==> src/rtl/key_input_capture_if.sv <==
// -----------------------------------------------------------------------------
// key_input_capture_if
//
// Avalon-MM slave bundle for the push-button reader.
//
// Signals:
//   avs_address    [1:0]   word address
//   avs_read               read strobe
//   avs_write              write strobe
//   avs_writedata  [31:0]  write data
//   avs_readdata   [31:0]  read data, valid one cycle after avs_read
//
// Modports:
//   master : the bus side (HPS bridge / testbench) driving the strobes
//   slave  : key_input_capture
// -----------------------------------------------------------------------------
interface key_input_capture_if;
    logic [1:0]  avs_address;
    logic        avs_read;
    logic        avs_write;
    logic [31:0] avs_writedata;
    logic [31:0] avs_readdata;

    modport master (
        output avs_address,
        output avs_read,
        output avs_write,
        output avs_writedata,
        input  avs_readdata
    );

    modport slave (
        input  avs_address,
        input  avs_read,
        input  avs_write,
        input  avs_writedata,
        output avs_readdata
    );
endinterface

==> src/rtl/key_input_capture.sv <==
// -----------------------------------------------------------------------------
// key_input_capture
//
// Fabric-side reader for the board push-buttons. Each raw active-low KEY pin
// is synchronised (2 flops), debounced (a new level must persist for
// DEBOUNCE_CYCLES cycles) and press-edge captured. The HPS sees the result
// through a small Avalon-MM slave:
//   0 DATA     RO    debounced level, 1 = pressed
//   1 RELCAP   R/W1C release capture (KEY_RELEASE_CAPTURE_EN), else reads 0
//   2 IRQMASK  RW    interrupt enable per key
//   3 EDGECAP  R/W1C press capture
//
// Ports:
//   clk_clk        system clock
//   reset_reset_n  synchronous active-low reset
//   key_n          raw push-buttons, asynchronous, 0 = pressed
//   avs            Avalon-MM slave (key_input_capture_if.slave)
//   irq            level interrupt, |((edge | relcap) & mask), registered
//
// Build option:
//   KEY_RELEASE_CAPTURE_EN  when defined, address 1 becomes RELCAP, set on
//                           a debounced release and included in irq.
// -----------------------------------------------------------------------------
module key_input_capture #(
    parameter int NUM_KEYS        = 4,
    parameter int DEBOUNCE_CYCLES = 1000000
) (
    input  logic                clk_clk,
    input  logic                reset_reset_n,
    input  logic [NUM_KEYS-1:0] key_n,
    key_input_capture_if.slave  avs,
    output logic                irq
);

    localparam int CNT_W = (DEBOUNCE_CYCLES > 2) ? $clog2(DEBOUNCE_CYCLES) : 1;
    localparam logic [CNT_W-1:0] CNT_LAST = CNT_W'(DEBOUNCE_CYCLES - 1);

    localparam logic [1:0] ADDR_DATA   = 2'd0;
    localparam logic [1:0] ADDR_RELCAP = 2'd1;
    localparam logic [1:0] ADDR_MASK   = 2'd2;
    localparam logic [1:0] ADDR_EDGE   = 2'd3;

    // Synchroniser
    logic [NUM_KEYS-1:0] sync1_q, sync1_d;
    logic [NUM_KEYS-1:0] sync2_q, sync2_d;

    // Debounce
    logic [NUM_KEYS-1:0]            key_in;
    logic [NUM_KEYS-1:0]            stable_q, stable_d;
    logic [NUM_KEYS-1:0][CNT_W-1:0] cnt_q, cnt_d;

    // Edge detect / capture
    logic [NUM_KEYS-1:0] prev_q, prev_d;
    logic [NUM_KEYS-1:0] press;
    logic [NUM_KEYS-1:0] edge_q, edge_d;
    logic [NUM_KEYS-1:0] edge_clr;
    logic [NUM_KEYS-1:0] mask_q, mask_d;
    logic [NUM_KEYS-1:0] irq_src;

`ifdef KEY_RELEASE_CAPTURE_EN
    logic [NUM_KEYS-1:0] release_ev;
    logic [NUM_KEYS-1:0] relcap_q, relcap_d;
    logic [NUM_KEYS-1:0] relcap_clr;
`endif

    // Bus side
    logic [31:0] rd_mux;
    logic [31:0] readdata_q, readdata_d;
    logic        irq_q, irq_d;
    logic        wr_mask;
    logic        wr_edge;

    // Only the low NUM_KEYS bits of write data carry register content.
    generate
        if (NUM_KEYS < 32) begin : g_wdata_unused
            logic unused_wdata;
            assign unused_wdata = ^avs.avs_writedata[31:NUM_KEYS];
        end
    endgenerate

    // ---- stage: synchroniser (metastability filter on the async pins) ----
    always_comb begin
        sync1_d = key_n;
        sync2_d = sync1_q;
    end

    // ---- stage: debounce ----
    // Counter only runs while the synchronised level differs from the
    // accepted one; any return to the accepted level restarts it, so a
    // glitch shorter than DEBOUNCE_CYCLES never reaches stable.
    always_comb begin
        key_in   = ~sync2_q;
        stable_d = stable_q;
        cnt_d    = '0;
        for (int i = 0; i < NUM_KEYS; i++) begin
            if (key_in[i] != stable_q[i]) begin
                if (cnt_q[i] == CNT_LAST) begin
                    stable_d[i] = key_in[i];
                end else begin
                    cnt_d[i] = cnt_q[i] + CNT_W'(1);
                end
            end
        end
    end

    // ---- stage: edge detect, capture registers, irq ----
    always_comb begin
        wr_mask  = avs.avs_write && (avs.avs_address == ADDR_MASK);
        wr_edge  = avs.avs_write && (avs.avs_address == ADDR_EDGE);
        edge_clr = wr_edge ? avs.avs_writedata[NUM_KEYS-1:0] : '0;

        prev_d = stable_q;
        press  = stable_q & ~prev_q;
        // A press in the same cycle as its W1C keeps the bit set.
        edge_d = (edge_q & ~edge_clr) | press;
        mask_d = wr_mask ? avs.avs_writedata[NUM_KEYS-1:0] : mask_q;

`ifdef KEY_RELEASE_CAPTURE_EN
        relcap_clr = (avs.avs_write && (avs.avs_address == ADDR_RELCAP)) ?
                     avs.avs_writedata[NUM_KEYS-1:0] : '0;
        release_ev = prev_q & ~stable_q;
        relcap_d   = (relcap_q & ~relcap_clr) | release_ev;
        irq_src    = (edge_q | relcap_q) & mask_q;
`else
        irq_src    = edge_q & mask_q;
`endif
        irq_d = |irq_src;
    end

    // ---- stage: read mux (samples pre-write state, so a read/W1C pair
    //      returns the value before the clear) ----
    always_comb begin
        rd_mux = '0;
        case (avs.avs_address)
            ADDR_DATA:   rd_mux = 32'(stable_q);
`ifdef KEY_RELEASE_CAPTURE_EN
            ADDR_RELCAP: rd_mux = 32'(relcap_q);
`else
            ADDR_RELCAP: rd_mux = '0;
`endif
            ADDR_MASK:   rd_mux = 32'(mask_q);
            ADDR_EDGE:   rd_mux = 32'(edge_q);
            default:     rd_mux = '0;
        endcase
        readdata_d = avs.avs_read ? rd_mux : readdata_q;
    end

    always_ff @(posedge clk_clk) begin
        if (!reset_reset_n) begin
            sync1_q    <= '1;
            sync2_q    <= '1;
            stable_q   <= '0;
            cnt_q      <= '0;
            prev_q     <= '0;
            edge_q     <= '0;
            mask_q     <= '0;
            readdata_q <= '0;
            irq_q      <= 1'b0;
        end else begin
            sync1_q    <= sync1_d;
            sync2_q    <= sync2_d;
            stable_q   <= stable_d;
            cnt_q      <= cnt_d;
            prev_q     <= prev_d;
            edge_q     <= edge_d;
            mask_q     <= mask_d;
            readdata_q <= readdata_d;
            irq_q      <= irq_d;
        end
    end

`ifdef KEY_RELEASE_CAPTURE_EN
    always_ff @(posedge clk_clk) begin
        if (!reset_reset_n) begin
            relcap_q <= '0;
        end else begin
            relcap_q <= relcap_d;
        end
    end
`endif

    assign avs.avs_readdata = readdata_q;
    assign irq              = irq_q;

endmodule

==> src/flat_wrapper.sv <==
// flat-port wrapper written by rule: the top's interface ports become plain ports
module key_input_capture_flat 
#(
    parameter int NUM_KEYS        = 4,
    parameter int DEBOUNCE_CYCLES = 1000000
)
  (clk_clk, reset_reset_n, key_n, irq, avs_avs_address, avs_avs_read, avs_avs_write, avs_avs_writedata, avs_avs_readdata);
  key_input_capture_if avs_i ();
  input  logic clk_clk;
  input  logic reset_reset_n;
  input  logic [NUM_KEYS-1:0] key_n;
  output logic irq;
  input wire logic [$bits(avs_i.avs_address)-1:0] avs_avs_address;
  input wire logic [$bits(avs_i.avs_read)-1:0] avs_avs_read;
  input wire logic [$bits(avs_i.avs_write)-1:0] avs_avs_write;
  input wire logic [$bits(avs_i.avs_writedata)-1:0] avs_avs_writedata;
  output wire logic [$bits(avs_i.avs_readdata)-1:0] avs_avs_readdata;
  assign avs_i.avs_address = avs_avs_address;
  assign avs_i.avs_read = avs_avs_read;
  assign avs_i.avs_write = avs_avs_write;
  assign avs_i.avs_writedata = avs_avs_writedata;
  assign avs_avs_readdata = avs_i.avs_readdata;
  key_input_capture #(.NUM_KEYS(NUM_KEYS), .DEBOUNCE_CYCLES(DEBOUNCE_CYCLES)) u_core (.clk_clk(clk_clk), .reset_reset_n(reset_reset_n), .key_n(key_n), .avs(avs_i), .irq(irq));
endmodule
==> config.mk <==
export PLATFORM = sky130hd
export DESIGN_NAME = key_input_capture_flat
export DESIGN_NICKNAME = d
export VERILOG_FILES = /design/src/rtl/key_input_capture_if.sv /design/src/rtl/key_input_capture.sv /design/src/flat_wrapper.sv
export SDC_FILE = /design/constraint.sdc
export NUM_CORES = 1
export LEC_CHECK = 0
export CAP_MARGIN = 5
export CORE_ASPECT_RATIO = 0.5
export CORE_MARGIN = 2
export CORE_UTILIZATION = 45
export DETAILED_ROUTE_END_ITERATION = 8
export HOLD_SLACK_MARGIN = 0.02
export PLACE_DENSITY = 0.78
export RECOVER_POWER = 25
export SLEW_MARGIN = 20
export SYNTH_ARGS = -nofsm -noshare
export SYNTH_HDL_FRONTEND = slang
export SYNTH_SLANG_ARGS = --single-unit
==> constraint.sdc <==
create_clock -name clk_clk -period 2.3 [get_ports clk_clk]
set_input_delay 0.46 -clock clk_clk [delete_from_list [all_inputs] [get_ports clk_clk]]
set_output_delay 0.46 -clock clk_clk [all_outputs]
set_load 0.03 [all_outputs]
* Word level (Yosys, flattened, before mapping)
Cells that the tools add are included.
** Word-level totals
- Bits in registers :: 137
- Input bits :: 42
** Operators by class
- Add/sub/neg operators :: 4
- Equal/unequal tests :: 11
- Mux-type cells :: 2
- Bitwise operators :: 12
- Reductions and logical operators :: 12
** Operators by type and width (count)
- $pmux W32 S4 :: 1
- $add A20 B1 Y20 const B :: 4
- $eq A20 B20 Y1 const B :: 4
- $and A4 B4 Y4 :: 3
- $not A4 Y4 :: 3
- $reduce_or A3 Y1 :: 4
- $reduce_and A2 Y1 :: 4
- $not A1 Y1 :: 5
- $eq A2 B2 Y1 const B :: 2
- $mux W4 :: 1
- $ne A1 B1 Y1 :: 4
- $or A4 B4 Y4 :: 1
- $reduce_or A4 Y1 :: 1
- $eq A2 B1 Y1 const B :: 1
- $logic_and A1 B1 Y1 :: 2
- $logic_not A2 Y1 :: 1

* Longest topological paths before layout
Gate-level depths: netlist of run 1.
- Word-level depth :: 6
- Mapped depth :: 7
- Mapped depth without buffers :: 5

* Worst setup path after synthesis of run 1
No wires, ideal clock.
- Path type :: reg2reg
- From :: reg u_core.cnt_q[11] (netlist name)
- To :: reg u_core.cnt_q[9] (netlist name)
- Setup time :: 115 ps
- Arrival :: 1796 ps
- Required time :: 2185 ps
- Setup slack :: 390 ps
- Cell stages (with the launch flop) :: 6
- Clock period less this slack :: 1910 ps
- Cell sequence :: dfxtp_1 -> or4b_1 -> or4_4 -> o21bai_4 -> buf_6 -> nor2_1
** On the way
- Cells in the longest elaborated chain, start to end :: 2
** Ends and longest elaborated chain
- start: declaration :: line key_input_capture.sv:50 : logic [NUM_KEYS-1:0][CNT_W-1:0] cnt_q, cnt_d;
- start signal: assignment :: line key_input_capture.sv:163 : cnt_q <= cnt_d;
- $eq A20 B20 Y1 :: line key_input_capture.sv:97 : if (cnt_q[i] == CNT_LAST) begin
- $reduce_or A3 Y1 (no line)
No other way between the ends.
A chain may end at the register's enable or synchronous reset.

* Worst setup path in the final report of run 1
- From :: reg u_core.cnt_q[33] (netlist name)
- To :: reg u_core.cnt_q[38] (netlist name)
** On the way
- Cells in the longest elaborated chain, start to end :: 2
- Elaborated cells between the ends (all ways) :: 3
- Those cells by class :: 1 x add/sub; 1 x eq/ne; 1 x reduce/logical
** Ends and longest elaborated chain
- branches (longest 2 deep; another with $add A20 B1 Y20)
Parallel ways; which one is timed is not known.

==> results of run 1 <==
## layer usage
| metal | share of wire [%] | vias up | track usage [%] |
|---|---|---|---|
| met5 | 0 | - | 0 |
| met3 | 3.2 | 21 | 4.529 |
| met4 | 2.3 | 0 | 5.741 |
| met2 | 50 | 65 | 28.64 |
| met1 | 45 | 1831 | 19.91 |
| li1 | - | 1929 | - |
## critical path, stage by stage (launching register included)
cell and delay, ps:
dfxtp_1 350, or4b_2 670, nor4_1 370, buf_4 190
a211o_1 160, buf_12 160, a21oi_1 50
## flip-flops by register name (all words and copies together) (netlist names)
signal,count
u_core.avs.avs_readdata,4
u_core.prev_q,4
u_core.edge_q,4
u_core.irq,1
u_core.prev_d,4
u_core.sync2_q,4
u_core.cnt_q,80
u_core.mask_q,4
u_core.sync1_q,4
## path summary, 6_finish.rpt
kind	end	slack (ps)	from
hold reg to reg	u_core.sync2_q[2]	410	u_core.sync1_q[2]
setup / recovery	u_core.cnt_q[38]	230	u_core.cnt_q[33]
hold / removal	u_core.sync2_q[2]	410	u_core.sync1_q[2]
setup reg to reg	u_core.cnt_q[38]	230	u_core.cnt_q[33]
## synth_stat cells (all sizes together)
library cell | n | share of area, %
ha | 4 | 1.0
nor4b | 1 | 0.18
xor2 | 18 | 3.2
nand4 | 15 | 1.9
and3 | 7 | 0.89
a22oi | 6 | 0.92
nand2 | 28 | 2.1
or3b | 3 | 0.54
nor4 | 14 | 1.9
nand3b | 3 | 0.46
clkbuf | 3 | 0.23
mux2 | 4 | 0.92
a311oi | 3 | 0.54
mux2i | 4 | 0.82
and4 | 2 | 0.36
nand2b | 8 | 1.0
or4 | 16 | 2.6
nor3 | 9 | 0.92
a31o | 1 | 0.18
a211o | 1 | 0.18
a21o | 2 | 0.31
conb | 1 | 0.077
a21oi | 31 | 3.2
a21bo | 1 | 0.20
nor2b | 4 | 0.51
or4b | 6 | 1.3
nand3 | 29 | 3.1
dfxtp | 109 | 45
o221a | 1 | 0.23
nor2 | 76 | 5.8
or3 | 13 | 1.7
o31ai | 9 | 1.4
o21bai | 1 | 0.38
inv | 16 | 1.2
or4bb | 1 | 0.23
clkinv | 1 | 0.077
buf | 38 | 5.6
and2 | 8 | 1.0
xnor2 | 35 | 6.3
o21ai | 12 | 1.2
a211oi | 4 | 0.61
## kinds of logic after synthesis
family / Yosys count / share of synthesized area [%]
multiplexers: 8 / 1.738
XOR/XNOR: 53 / 9.484
flip-flops: 109 / 44.58
AND/OR/NAND/NOR: 243 / 26.58
adder cells (fa/ha/maj): 4 / 1.023
buffers and inverters: 58 / 7.106
other: 1 / 0.07661
AO/OA/AOI/OAI: 72 / 9.407
## power breakdown
part	switching, mW	internal [mW]
clock	0.705	0.888
sequential	0.00936	1.90
combinational	0.112	0.0502
## per-stage QoR
step | hold WS [ps] | utilization [%] | setup WS, ps | total power [mW]
finish | 413.8 | 53.03 | 233.1 | 3.665
global route | 430.5 | 53.03 | 92.72 | 3.787
CTS | 416.2 | 53.10 | 242.0 | 3.692
detailed placement | 398.8 | 50.13 | 266.4 | 2.117
global placement | 390.3 | 50.13 | 289.0 | 2.115
floorplan | 386.3 | - | 389.6 | 2.100
## layout make-up
type | instances | area, µm²
multi-input cells | 408 | 2466
clock buffers | 11 | 242.7
flip-flops and latches | 109 | 2182
clock inverters | 5 | 65.06
repair buffers | 31 | 307.8
fillers | 933 | 4875
inverters | 17 | 63.81
well taps | 140 | 175.2
==> results by group, run 1 <==
Job
  • Max Cap Viol: 0

Placement
  • Placed cell areas: 0.005202 mm²
  • Placed cells: 705
  • Post-detail-place hpwl: 6293 µm
  • I/O Buffers: 18
  • Final GP Congestion: 0.7673

Logic synthesis
  • Avg Inst Size Synth: 8.932 µm²
  • YS warnings: 0
  • Synth unique cells: 52
  • Post-synthesis sequential area ratio: 44.58%
  • Post-synthesis cell area: 0.004895 mm²
  • Seq cells post-synth: 109
  • Gate count after technology mapping: 548

Floorplanning
  • # IOs: 75
  • Die Span Y: 77.75 µm
  • DIE AREA: 0.01178 mm²
  • Die W: 151.5 µm
  • Starting Density: 47.17%
  • Core area: 0.01038 mm²
  • Row count: 26

Clock tree
  • Clk_lat worst skew: 360 ps
  • Root Buffer: clkbuf_16
  • CTS Hold Bufs: 0
  • CTS tree: yes
  • Reg clk slew, reported paths: 70 ps
  • PostCTS Resize Cnt: 0
  • CTS max path bufs: 2
  • H-tree depth: 3
  • CTS sink cnt: 109
  • Postcts setup bufs: 0
  • Total CTS buffers: 9

Pwr
  • LEAKAGE: 1.745 nW
  • Pwr per Cell Area: 666.1 mW/mm²
  • VDD IR max: 0.3303 mV

GRT
  • Initial antenna violation count: 0
  • Vias in the first global route: 3626
  • All-layer global routing usage: 16.57%
  • Largest net degree at the start of global routing: 21
  • First-pass GRT wire length: 15870 µm
  • Total gr overflow: 0

Final layout
  • Design area: 0.005503 mm²
  • Antenna diode instance count: 0
  • Layout cells sized above 1: 8.262%
  • Layout Area Growth over Synthesis: 12.42%
  • Commonest non-fill, non-tap cell in the layout: dfxtp_1
  • Net count reported at finish: 622
  • Final Instance Count excl. Fillers: 721
  • Commonest non-fill, non-tap cells in the layout: 109 x dfxtp_1, 76 x nor2_1, 35 x xnor2_1

STA
  • Setup TNS Final: 0 ps
  • Final Hold Viols: 0
  • # setup viols final: 0
  • Clk_skew: 4.879 ps
  • RSZ-0062 raised after global routing: no
  • F_max: 0.4838 GHz
  • Relative slew margins: 51.78%
  • Period minus WS final: 2067 ps
  • Actual slew at the worst max-slew pin: 723.2 ps
  • Slew Viols, Final: 0
  • Final worst path period share: 89.86%

Critical path
  • Critical Path RT: 2530 ps
  • WP data arrival: 2300 ps
  • Crit path max fanout: 20
  • Worst R2R Path Depth: 6
  • CP endpoint kind: register
  • Setup crit start kind: register
  • Crit Path Category: register to register

Route
  • Final Routed Wirelength: 9109 µm
  • Final ANT Viol Nets: 0
  • WL per Instance: 12.63 µm
  • First DRT Iteration DRCs: 259
  • Vias per Instance: 5.334
  • Vias: 3846
  • Residual DRC: 0
  • DR pass1 iterations: 4

Outcome
  • Outcome: complete, no violations

Min path
  • Worst hold stages: 1
  • HP Class: register to register
Power figures use the tool's default switching activity.
==> run 2, diff against run 1 <==
--- a/config.mk
+++ b/config.mk
@@ -13,7 +13,7 @@
 export HOLD_SLACK_MARGIN = 0.02
 export PLACE_DENSITY = 0.78
 export RECOVER_POWER = 25
-export SLEW_MARGIN = 20
+export SLEW_MARGIN = 10
 export SYNTH_ARGS = -nofsm -noshare
 export SYNTH_HDL_FRONTEND = slang
 export SYNTH_SLANG_ARGS = --single-unit
==> constraint.sdc (replaced) <==
create_clock -name clk_clk -period 2.4 [get_ports clk_clk]
set_input_delay 0.48 -clock clk_clk [delete_from_list [all_inputs] [get_ports clk_clk]]
set_output_delay 0.48 -clock clk_clk [all_outputs]
set_load 0.1 [all_outputs]
==> results by group, run 2 (synthesized netlist as in run 1, its figures left out) <==
Clock tree
  • CTS sink cnt: 109 (unchanged)
  • CTS tree: yes (unchanged)
  • PostCTS Resize Cnt: 0 (unchanged)
  • Reg clk slew, reported paths: 70 ps (about the same)
  • Total CTS buffers: 9 (unchanged)
  • Postcts setup bufs: 0 (unchanged)
  • Root Buffer: clkbuf_16 (unchanged)
  • H-tree depth: 3 (unchanged)
  • Clk_lat worst skew: 340 ps (was 360 ps)
  • CTS max path bufs: 2 (unchanged)
  • CTS Hold Bufs: 0 (unchanged)

GRT
  • Largest net degree at the start of global routing: 21 (unchanged)
  • GR Util met1: 19.40% (was 19.91%)
  • Total gr overflow: 0 (unchanged)
  • All-layer global routing usage: 15.93% (was 16.57%)
  • Vias in the first global route: 3548 (was 3626)
  • GR Layer Usage met2: 27.56% (was 28.64%)
  • First-pass GRT wire length: 15370 µm (was 15870 µm)
  • Initial antenna violation count: 0 (unchanged)
  • Gr busiest metal: met2 (unchanged)
  • Met3 usage: 3.824% (was 4.529%)

Floorplanning
  • DIE AREA: 0.01178 mm² (unchanged)
  • Core area: 0.01038 mm² (unchanged)
  • Starting Density: 47.17% (unchanged)
  • Row count: 26 (unchanged)
  • Die W: 151.5 µm (unchanged)
  • # IOs: 75 (unchanged)
  • Die Span Y: 77.75 µm (unchanged)

STA
  • Final Hold Viols: 0 (unchanged)
  • # setup viols final: 0 (unchanged)
  • Actual slew at the worst max-slew pin: 1159 ps (was 723.2 ps)
  • Relative slew margins: 23.05% (was 51.78%)
  • RSZ-0062 raised after global routing: no (unchanged)
  • Final Worst Setup Slack: 280.8 ps (was 233.1 ps)
  • Setup TNS Final: 0 ps (unchanged)
  • Period minus WS final: 2119 ps (was 2067 ps)
  • Final worst path period share: 88.30% (was 89.86%)
  • Clk_skew: 6.752 ps (was 4.879 ps)
  • F_max: 0.4719 GHz (was 0.4838 GHz)
  • Slew Viols, Final: 0 (unchanged)

Route
  • Final ANT Viol Nets: 0 (unchanged)
  • First DRT Iteration DRCs: 213 (was 259)
  • Vias: 3750 (was 3846)
  • Final Routed Wirelength: 8642 µm (was 9109 µm)
  • Residual DRC: 0 (unchanged)
  • DR pass1 iterations: 5 (was 4)
  • Vias per Instance: 5.216 (was 5.334)
  • WL per Instance: 12.02 µm (was 12.63 µm)

Final layout
  • Commonest non-fill, non-tap cells in the layout: 109 x dfxtp_1, 76 x nor2_1, 35 x xnor2_1 (unchanged)
  • Fin util: 52.41% (was 53.03%)
  • Net count reported at finish: 620 (was 622)
  • Max reg flops: 80 (unchanged)
  • Layout cells sized above 1: 8.636% (was 8.262%)
  • Antenna diode instance count: 0 (unchanged)
  • Layout Area Growth over Synthesis: 11.12% (was 12.42%)
  • Commonest non-fill, non-tap cell in the layout: dfxtp_1 (unchanged)
  • Top reg by flops: u_core.cnt_q (unchanged)

Job
  • Max Cap Viol: 0 (unchanged)

Min path
  • Hold EP: u_core.sync2_q[3] (was u_core.sync2_q[2])
  • HP Class: register to register (unchanged)
  • Min-delay src: u_core.sync1_q[3] (was u_core.sync1_q[2])
  • Worst hold stages: 1 (unchanged)

Pwr
  • Pwr per Cell Area: 666.8 mW/mm² (was 666.1 mW/mm²)
  • VDD IR max: 0.4765 mV (was 0.3303 mV)
  • Total power: 3.627 mW (was 3.665 mW)
  • LEAKAGE: 1.711 nW (was 1.745 nW)

Placement
  • Final GP Congestion: 0.7634 (was 0.7673)
  • Post-detail-place hpwl: 5987 µm (was 6293 µm)
  • I/O Buffers: 18 (unchanged)
  • Pre-CTS setup slack: 280.2 ps (was 266.4 ps)

Critical path
  • Worst R2R Path Depth: 4 (was 6)
  • R2R Path End: u_core.cnt_q[5] (was u_core.cnt_q[38])
  • CP endpoint kind: register (unchanged)
  • Setup crit start kind: register (unchanged)
  • Reg2reg start: u_core.cnt_q[11] (was u_core.cnt_q[33])
  • Crit path max fanout: 18 (was 20)
  • Crit Path Category: register to register (unchanged)
  • Register-to-Register Setup Slack: 280 ps (was 230 ps)
  • WP data arrival: 2340 ps (was 2300 ps)
  • Critical Path RT: 2620 ps (was 2530 ps)

Outcome
  • Outcome: complete, no violations (unchanged)
==> run 2: final cells by class <==
class / count / area [µm²]
Fill cell: 939 / 4938
Sequential cell: 109 / 2182
Timing Repair Buffer: 29 / 245.2
Multi-Input combinational cell: 408 / 2466
Clock buffer: 9 / 225.2
Tap cell: 140 / 175.2
Inverter: 17 / 63.81
Clock inverter: 7 / 81.33
==> run 2: worst max-delay path by stage <==
stage                  endpoint  slack [ps]  cells after the start             start
4_1_cts         u_core.cnt_q[5]         260                      4  u_core.cnt_q[11]
3_5_place_dp    u_core.cnt_q[5]         280                      4  u_core.cnt_q[11]
2_1_floorplan   u_core.cnt_q[9]         490                      5  u_core.cnt_q[11]
3_3_place_gp    u_core.cnt_q[3]         340                      4  u_core.cnt_q[11]
6_report        u_core.cnt_q[5]         280                      4  u_core.cnt_q[11]
5_1_grt        u_core.cnt_q[32]         150                      6     reset_reset_n
==> run 2: metal layers <==
metal | part of all wire [%] | wire length, µm
met5 | 0 | 0
met4 | 0.90 | 78
met3 | 3.6 | 308
met2 | 48 | 4169
met1 | 47 | 4086
==> run 2: critical path, cell delays in order (launching register included) <==
cell and delay, ps:
dfxtp_1 340, or4b_1 550, or4_4 590, o21bai_4 410
nor2_1 100
==> run 2: per-stage QoR <==
step / instances / hold WS [ps] / instance area [µm²]
floorplan: 575 / 386.3 / 4996
global placement: 703 / 388.2 / 5150
detailed placement: 703 / 395.5 / 5150
CTS: 719 / 413.5 / 5456
global route: 719 / 423.6 / 5439
finish: 719 / 408.2 / 5439
==> run 2: report_power, final <==
| group | switching [mW] | total, mW | internal, mW |
|---|---|---|---|
| clock network | 0.677 | 1.50 | 0.822 |
| logic | 0.256 | 0.298 | 0.0422 |
| registers | 0.00894 | 1.83 | 1.82 |
==> run 3, diff against run 2 <==
--- a/config.mk
+++ b/config.mk
@@ -6,12 +6,14 @@
 export NUM_CORES = 1
 export LEC_CHECK = 0
 export CAP_MARGIN = 5
+export CELL_PAD_IN_SITES_DETAIL_PLACEMENT = 0
+export CELL_PAD_IN_SITES_GLOBAL_PLACEMENT = 1
 export CORE_ASPECT_RATIO = 0.5
 export CORE_MARGIN = 2
-export CORE_UTILIZATION = 45
+export CORE_UTILIZATION = 44
 export DETAILED_ROUTE_END_ITERATION = 8
 export HOLD_SLACK_MARGIN = 0.02
-export PLACE_DENSITY = 0.78
+export PLACE_DENSITY = 0.94
 export RECOVER_POWER = 25
 export SLEW_MARGIN = 10
 export SYNTH_ARGS = -nofsm -noshare
==> results by group, run 3 (synthesized netlist as in run 1, its figures left out) <==
Outcome
  • Outcome: complete, no violations (unchanged)

Placement
  • Final GP Congestion: 0.7701 (was 0.7634)
  • Placed cell areas: 0.005141 mm² (was 0.005150 mm²)
  • I/O Buffers: 18 (unchanged)
  • Post-detail-place hpwl: 5883 µm (was 5987 µm)

Clock tree
  • CTS Hold Bufs: 0 (unchanged)
  • Postcts setup bufs: 0 (unchanged)
  • Reg clk slew, reported paths: 70 ps (about the same)
  • CTS max path bufs: 2 (unchanged)
  • Root Buffer: clkbuf_16 (unchanged)
  • H-tree depth: 3 (unchanged)
  • CTS sink cnt: 109 (unchanged)
  • Total CTS buffers: 9 (unchanged)
  • CTS tree: yes (unchanged)
  • Clk_lat worst skew: 350 ps (was 340 ps)
  • PostCTS Resize Cnt: 0 (unchanged)

Route
  • Met2 routed WL: 3930 µm (was 4169 µm)
  • DR pass1 iterations: 4 (was 5)
  • Metal-1 WL: 4145 µm (was 4086 µm)
  • Final Routed Wirelength: 8471 µm (was 8642 µm)
  • Vias per Instance: 5.152 (was 5.216)
  • Highest metal layer with signal wires: met4 (unchanged)
  • Vias: 3720 (was 3750)
  • WL per Instance: 11.73 µm (was 12.02 µm)
  • Final ANT Viol Nets: 0 (unchanged)
  • First DRT Iteration DRCs: 206 (was 213)
  • WL met3: 288 µm (was 308 µm)
  • Residual DRC: 0 (unchanged)

Floorplanning
  • Die W: 153.2 µm (was 151.5 µm)
  • Core area: 0.01091 mm² (was 0.01038 mm²)
  • # IOs: 75 (unchanged)
  • Row count: 27 (was 26)
  • Die Span Y: 78.58 µm (was 77.75 µm)
  • Starting Density: 44.86% (was 47.17%)
  • DIE AREA: 0.01204 mm² (was 0.01178 mm²)

Final layout
  • Commonest non-fill, non-tap cells in the layout: 109 x dfxtp_1, 76 x nor2_1, 35 x xnor2_1 (unchanged)
  • FF+latch area: 0.002182 mm² (unchanged)
  • Fin util: 49.83% (was 52.41%)
  • Top reg by flops: u_core.cnt_q (unchanged)
  • Commonest non-fill, non-tap cell in the layout: dfxtp_1 (unchanged)
  • Multi-input combinational cell area: 0.002466 mm² (unchanged)
  • Max reg flops: 80 (unchanged)
  • Antenna diode instance count: 0 (unchanged)
  • Layout Area Growth over Synthesis: 11.09% (was 11.12%)
  • Fill cells: 1028 (was 939)
  • Design area: 0.005438 mm² (was 0.005439 mm²)
  • Net count reported at finish: 618 (was 620)
  • Layout cells sized above 1: 7.452% (was 8.636%)

STA
  • Relative slew margins: 22.21% (was 23.05%)
  • Final worst path period share: 87.46% (was 88.30%)
  • F_max: 0.4764 GHz (was 0.4719 GHz)
  • Slew Viols, Final: 0 (unchanged)
  • # setup viols final: 0 (unchanged)
  • Clk_skew: 7.670 ps (was 6.752 ps)
  • Setup TNS Final: 0 ps (unchanged)
  • Actual slew at the worst max-slew pin: 1172 ps (was 1159 ps)
  • Hold Slack: 406.2 ps (was 408.2 ps)
  • RSZ-0062 raised after global routing: no (unchanged)
  • Period minus WS final: 2099 ps (was 2119 ps)
  • Final Hold Viols: 0 (unchanged)

Critical path
  • Reg2reg start: u_core.cnt_q[11] (unchanged)
  • Register-to-Register Setup Slack: 300 ps (was 280 ps)
  • Crit path max fanout: 18 (unchanged)
  • WP data arrival: 2320 ps (was 2340 ps)
  • Worst Setup SP: u_core.cnt_q[11] (unchanged)
  • Crit Path Category: register to register (unchanged)
  • CP endpoint kind: register (unchanged)
  • Worst R2R Path Depth: 4 (unchanged)
  • Setup crit start kind: register (unchanged)
  • Crit path to: u_core.cnt_q[7] (was u_core.cnt_q[5])
  • Critical Path RT: 2620 ps (about the same)
  • R2R Path End: u_core.cnt_q[7] (was u_core.cnt_q[5])

Pwr
  • LEAKAGE: 1.702 nW (was 1.711 nW)
  • Combinational power share: 8.0% (was 8.2%)
  • Pwr per Cell Area: 683.9 mW/mm² (was 666.8 mW/mm²)
  • Sw Pwr: 0.9123 mW (was 0.9420 mW)
  • Sw frac: 24.53% (was 25.97%)
  • Clock power share: 42.8% (was 41.3%)
  • Total power: 3.719 mW (was 3.627 mW)
  • Pint: 2.807 mW (was 2.685 mW)
  • Register share of total power: 49.2% (was 50.5%)
  • VDD IR max: 0.3105 mV (was 0.4765 mV)

GRT
  • Initial antenna violation count: 0 (unchanged)
  • Vias in the first global route: 3490 (was 3548)
  • Total gr overflow: 0 (unchanged)
  • All-layer global routing usage: 14.81% (was 15.93%)
  • Largest net degree at the start of global routing: 21 (unchanged)
  • First-pass GRT wire length: 14970 µm (was 15370 µm)

Job
  • Max Cap Viol: 0 (unchanged)

Min path
  • HP Class: register to register (unchanged)
run 3: critical path: stages (launching register included):
cell      delay (ps)
dfxtp_1          340
or4b_1           530
or4_4            580
o21bai_4         400
nor2_1           110
run 3: through the flow:
step	instances	setup slack [ps]
CTS	722	272.9
detailed placement	706	304.5
floorplan	575	489.6
finish	722	301.0
global placement	706	329.6
global route	722	188.1
run 3: power by group through the flow:
stage	clock network (mW)	registers, mW	logic [mW]
after global placement	0	1.87	0.301
after floorplan	0	1.89	0.269
after global routing	1.70	1.83	0.307
final	1.59	1.83	0.297
after detailed placement	0	1.87	0.302
after CTS	1.63	1.83	0.302
run 3: worst min path at each step:
stage	from	to	slack [ps]	cells after the start
final	u_core.sync1_q[0]	u_core.sync2_q[0]	410	1
after global routing	u_core.sync1_q[1]	u_core.sync2_q[1]	420	1
after CTS	u_core.sync1_q[1]	u_core.sync2_q[1]	410	1
after detailed placement	u_core.sync1_q[0]	u_core.sync2_q[0]	390	1
after global placement	u_core.sync1_q[1]	u_core.sync2_q[1]	390	1
after floorplan	u_core.sync1_q[0]	u_core.sync2_q[0]	390	1
run 3: cell type report:
type | instances | area share [%]
multi-input cells | 408 | 45.35
flip-flops and latches | 109 | 40.13
clock buffers | 11 | 4.464
repair buffers | 27 | 4.004
well taps | 145 | 3.336
clock inverters | 5 | 1.542
inverters | 17 | 1.173
run 3: layer usage:
metal  vias up  track usage, %
li1       1918               -
met2        58           26.83
met1      1732           17.38
met3        12           4.473
met5         -               0
met4         0           3.426
